### src/rtl/regfile_pkg.sv
// Shared types, default geometry and the byte-merge helper for the multi-port register file.
package regfile_pkg;

   typedef enum logic {
      CLEAR = 1'b0,
      RUN   = 1'b1
   } state_e;

   localparam int DEF_DATA_W = 32;
   localparam int DEF_DEPTH  = 32;
   localparam int ADDR_W     = $clog2(DEF_DEPTH);
   localparam int BE_W       = DEF_DATA_W / 8;

   // Widest word merge_be handles; callers zero-extend and truncate around it.
   localparam int MAX_DATA_W = 256;
   localparam int MAX_BE_W   = MAX_DATA_W / 8;

   function automatic logic [MAX_DATA_W-1:0] merge_be(
      input logic [MAX_DATA_W-1:0] old_v,
      input logic [MAX_DATA_W-1:0] new_v,
      input logic [MAX_BE_W-1:0]   be
   );
      logic [MAX_DATA_W-1:0] res;
      for (int b = 0; b < MAX_BE_W; b++) begin
         res[8*b +: 8] = be[b] ? new_v[8*b +: 8] : old_v[8*b +: 8];
      end
      return res;
   endfunction

endpackage

### src/rtl/regfile_clear_seq.sv
// Post-reset clear sequencer: zeroes one entry per cycle, then hands the file over to RUN.
module regfile_clear_seq
   import regfile_pkg::*;
#(
   parameter  int DEPTH = 32,
   localparam int PTR_W = $clog2(DEPTH)
) (
   input  logic             clk,
   input  logic             rst,
   output logic             busy_o,
   output logic             clr_we_o,
   output logic [PTR_W-1:0] clr_addr_o
);

   state_e           state_q, state_d;
   logic [PTR_W-1:0] ptr_q, ptr_d;

   // NOTE: reset is synchronous and active-low, so it only takes effect on a clock edge.
   always_ff @(posedge clk) begin
      if (!rst) begin
         state_q <= CLEAR;
         ptr_q   <= '0;
      end else begin
         state_q <= state_d;
         ptr_q   <= ptr_d;
      end
   end

   // NOTE: every signal gets a default before the case so no latch can be inferred.
   always_comb begin
      state_d  = state_q;
      ptr_d    = ptr_q;
      busy_o   = 1'b0;
      clr_we_o = 1'b0;
      case (state_q)
         CLEAR: begin
            busy_o   = 1'b1;
            clr_we_o = 1'b1;
            ptr_d    = ptr_q + 1'b1;
            if (ptr_q == PTR_W'(DEPTH - 1)) begin
               state_d = RUN;
            end
         end
         RUN: begin
            state_d = RUN;
         end
      endcase
   end

   assign clr_addr_o = ptr_q;

endmodule

### src/rtl/regfile_mp.sv
// Multi-read-port register file: byte-enabled writes, registered reads with optional
// same-cycle write bypass, and a post-reset clear sweep so the storage can map to RAM.
module regfile_mp
   import regfile_pkg::DEF_DATA_W, regfile_pkg::DEF_DEPTH,
          regfile_pkg::MAX_DATA_W, regfile_pkg::MAX_BE_W, regfile_pkg::merge_be;
#(
   parameter  int DATA_W   = DEF_DATA_W,
   parameter  int DEPTH    = DEF_DEPTH,
   parameter  int NUM_RD   = 3,
   parameter  int ZERO_REG = 1,
   parameter  int BYPASS   = 1,
   localparam int ADDR_W   = $clog2(DEPTH),
   localparam int BE_W     = DATA_W / 8
) (
   input  logic                     clk,
   input  logic                     rst,
   input  logic [NUM_RD-1:0]        rd_en,
   input  logic [NUM_RD*ADDR_W-1:0] rd_addr,
   output logic [NUM_RD*DATA_W-1:0] rd_data,
   output logic [NUM_RD-1:0]        rd_valid,
   input  logic                     wr_en,
   input  logic [ADDR_W-1:0]        wr_addr,
   input  logic [DATA_W-1:0]        wr_data,
   input  logic [BE_W-1:0]          wr_be,
   output logic                     busy
);

   logic [DATA_W-1:0] mem_q [DEPTH];
   logic              clr_we;
   logic [ADDR_W-1:0] clr_addr;
   logic              user_we;

   regfile_clear_seq #(.DEPTH(DEPTH)) u_clear_seq (
      .clk        (clk),
      .rst        (rst),
      .busy_o     (busy),
      .clr_we_o   (clr_we),
      .clr_addr_o (clr_addr)
   );

   // Qualified write: dropped while sweeping or in reset, with no byte enables, or to hardwired r0.
   assign user_we = rst && !busy && wr_en && (wr_be != '0)
                    && !((ZERO_REG != 0) && (wr_addr == '0));

   // NOTE: the storage array has no reset; the clear sweep zeroes it so it can map onto RAM.
   always_ff @(posedge clk) begin
      if (clr_we) begin
         mem_q[clr_addr] <= '0;
      end else if (user_we) begin
         for (int b = 0; b < BE_W; b++) begin
            if (wr_be[b]) begin
               mem_q[wr_addr][8*b +: 8] <= wr_data[8*b +: 8];
            end
         end
      end
   end

   for (genvar p = 0; p < NUM_RD; p++) begin : g_rd
      logic [ADDR_W-1:0] addr;
      logic              hit;
      logic              take;
      logic [DATA_W-1:0] data_d, data_q;
      logic              valid_q;

      assign addr = rd_addr[p*ADDR_W +: ADDR_W];
      assign hit  = (BYPASS != 0) && user_we && (wr_addr == addr);
      assign take = rd_en[p] && !busy;

      always_comb begin
         data_d = mem_q[addr];
         if (hit) begin
            data_d = DATA_W'(merge_be(MAX_DATA_W'(mem_q[addr]), MAX_DATA_W'(wr_data),
                                      MAX_BE_W'(wr_be)));
         end
         if ((ZERO_REG != 0) && (addr == '0)) begin
            data_d = '0;
         end
      end

      always_ff @(posedge clk) begin
         if (!rst) begin
            valid_q <= 1'b0;
            data_q  <= '0;
         end else begin
            valid_q <= take;
            if (take) begin
               data_q <= data_d;
            end
         end
      end

      assign rd_valid[p]                 = valid_q;
      assign rd_data[p*DATA_W +: DATA_W] = data_q;
   end

endmodule
### config.mk
export PLATFORM = sky130hd
export DESIGN_NAME = regfile_mp
export DESIGN_NICKNAME = d
export VERILOG_FILES = /design/src/rtl/regfile_pkg.sv /design/src/rtl/regfile_clear_seq.sv /design/src/rtl/regfile_mp.sv
export SDC_FILE = /design/constraint.sdc
export NUM_CORES = 2
export LEC_CHECK = 0
export ABC_CLOCK_PERIOD_IN_PS = 8900
export CAP_MARGIN = 5
export CORE_MARGIN = 4
export CORE_UTILIZATION = 50
export DETAILED_ROUTE_END_ITERATION = 10
export PLACE_DENSITY_LB_ADDON = 0.08
export SYNTH_ARGS = -nofsm -noshare
export SYNTH_HDL_FRONTEND = slang
export SYNTH_HIERARCHICAL = 1
export SYNTH_SLANG_ARGS = --single-unit
### constraint.sdc
create_clock -name clk -period 8.9 [get_ports clk]
set_input_delay 1.335 -clock clk [delete_from_list [all_inputs] [get_ports clk]]
set_output_delay 1.335 -clock clk [all_outputs]
set_load 0.02 [all_outputs]
==> impl_results.md <==
- Status: complete, no violations
- Post-Route WL: ~220,000 um
- Synth Warn #: 6
- CTS root buffer: clkbuf_16
- Sw frac: 24.21%
- WS Path Type: input pin to flop
- PD cells: 179.6 nW/um^2
- # clock sinks: 1,129
- IO buf count: 161
- Proportion of layout cells with a drive suffix above 1: between 20% and 30%
- Worst r2r src: u_clear_seq/state_q
- Worst-Skew Late Latency: between 700 and 800 ps
- Critical Path Start: rst
- Max Clock Skew: 28.88 ps
- Post-route ant nets: 0
- Clock power frac: 43.2%
- Die Wd: approximately 360 um
- Post-synthesis async set-or-reset flop share: 0%
- Post-synth EDFFs: 1,024
- Total vias in the final route: 41.43k
- Pint: 9.302 mW
- CTS buffer count: 118
- Worst hold path type: flop to flop
- CP required: between 9000 and 10,000 ps
- Average wire per standard cell: approximately 40 um
- Vias per std cell: around 7.5
- Largest net degree at the start of global routing: 130
- Crit path max fanout: 42
- Fillcell total: a little over 9k
- Net Sw Power: 2.970 mW
- Fmax: 0.1987 GHz
- Fin crit period: 5033 ps
- Htree depth: 3
- Post-synthesis sequential area ratio: 53.52%
- Number of core rows: around 130
- Initial drt markers: 6,447
- First-pass GRT wire length: 311,800 um
- Clk buf depth: 3
- Top cell type's share of synthesized area: 50.10%
- Part of the power in registers: approximately 47%
- Max-cap viol count: 0
- Leak: 23.36 nW
- CTS tree: built
- Die Y: 358.4 um
- Fin cells: approximately 5.5k
- Final Cycle Share: 56.55%
- Die area: 128,400 sq um
- Pins over their slew limit: 0
- Synthesized Nets: 3,835
- Critical Path End Type: flop
- WHS Path Cells: 2
- Critical Path AT: between 5000 and 6000 ps
- FF/Latch Area: 32,850 sq um
- Max_slew headroom: about a tenth
- Most common cell in the synthesized netlist: edfxtp_1
- Top_reg_cell synth: edfxtp_1
- Grt total ovfl: 0
- Register-to-Register Path Depth: 6
- Logic pwr share: 9.7%
- Multi-input logic area: ~27,000 sq um
- Nets: 3,858
- Core area: 121,900 sq um
- Reg2reg setup slack: 4410 ps
- Hold EP: g_rd[2].data_q[2]
- Maximum vdd ir drop: about 170 uV
- Num ports: 162
- Top cells by instance count after synthesis: edfxtp_1, mux4_2, mux2i_1
- Post-CTS Setup Inserts: 0
- Flops & latches, synth: 1,129
- Synth area leaders: edfxtp_1, mux4_2, mux2i_1
- # DRC: 0
- Initial antenna violation count: 16
- Layout area overhead: 11.30%
- Synth unique cells: 70
- All-Layer GR Usage: 34.22%
- HPWL after DPL: 144,800 um
- Final setup fails: 0
- Mapped Cells: 3,771
- Hold Fails Final Rpt: 0
- Starting Density: approximately 50%
- Hold slack: 473.8 ps
- CTS hold repair buffers: 0
- Unrepaired setup endpoints after global routing: no
- Placed Cells: around 5.3k
- Final setup TNS: 0 ps
- Pre-Repair DR Iteration Count: 9
- Capturing point of the worst reg2reg path: mem_q[12][30]
- Worst setup SP type: input pin
- Worst hold start: g_rd[2].data_q[2]
- Clock-pin slew on the worst setup and hold paths: 60 ps
- RePlAce Congestion: 0.9677
- Netlist Area Pre-Place: a little over 60,000 sq um
- Number of global-route vias before repair: 41.20k
- Post-synth top area cell: edfxtp_1
- Worst Tran Pin Value: 1357 ps
- Post_cts resized: 0
- Syn avg cell area: ~16 sq um
[stage by stage]
| step | setup WS, ps | util, % | area, sq um | power [mW] |
|---|---|---|---|---|
| floorplan | 5186 | - | 61380 | 6.645 |
| global placement | 3404 | 52.66 | 64180 | 7.046 |
| detailed placement | 3223 | 52.66 | 64180 | 7.057 |
| CTS | 3979 | 56.04 | 68300 | 12.27 |
| global route | 3701 | 56.04 | 68300 | 12.57 |
| finish | 3867 | 56.05 | 68320 | 12.27 |
[sequential cells by signal (all words and copies together), names as in the netlist]
register	cells
mem_q	1024
g_rd.data_q	96
u_clear_seq/state_q	1
g_rd.valid_q	3
u_clear_seq/clr_addr_o	5
[critical path: stages]
cell	delay, ps
clkdlybuf4s50_1	870
nor4bb_1	370
o211a_4	870
mux2_2	410
nand2_1	630
nor2_1	870
[layout by cell type, fill, tap and decap left out, drive strengths merged, types with 59 or more instances in the layout]
| cell type | count |
|---|---|
| edfxtp | 1024 |
| mux4 | 648 |
| mux2i | 421 |
| nor2 | 207 |
| nand2 | 156 |
| clkdlybuf4s50 | 146 |
| clkbuf | 136 |
| a221oi | 128 |
| dfxtp | 105 |
| buf | 105 |
| o21ai | 68 |
| nand2b | 63 |
| a21oi | 60 |
| a22oi | 59 |
[final cells by class]
class	count	area share [%]
clock buffer	136	4.515
antenna	5	0.01832
tap	1625	2.976
sequential	1129	48.09
inverter	9	0.05311
multi-input combinational	2285	39.34
clock inverter	87	1.524
timing repair buffer	251	3.491
[layer usage]
layer  vias up  track usage (%)  routed length (um)
met3       621            10.22               27730
met1     21520            45.89               79970
met5         -           0.3019                 296
met4        14            14.72               11160
li1      16060                -                   -
met2      3212            52.35              100300
[cell families (layout without fill, tap and decap cells)]
family,after synthesis,in the layout,synth area share [%]
AOI/OAI and AO/OA,602,602,7.549
xor gates and xnor gates,18,18,0.2569
adders and majority gates,2,2,0.04076
buffers and inverters,357,483,2.872
DFF,1129,1129,53.52
muxes,1110,1110,31.52
other,0,5,0
and+or+nand+nor,553,553,4.240
[how the worst max path moves through the flow]
stage,end,slack [ps],cells after the start
after detailed placement,mem_q[12][29],3220,6
after global placement,mem_q[12][25],3400,6
after floorplan,mem_q[28][10],5190,9
after global routing,mem_q[11][31],3700,7
after CTS,mem_q[27][4],3980,6
final,mem_q[12][30],3870,6
[power by group through the flow]
stage	logic [mW]	clock network [mW]	registers, mW
3_3_place_gp	1.15	0	5.90
5_1_grt	1.22	5.56	5.79
6_report	1.19	5.30	5.79
4_1_cts	1.16	5.33	5.79
3_5_place_dp	1.16	0	5.90
2_1_floorplan	0.765	0	5.88
Note: power is estimated with default switching activity, not from simulation.
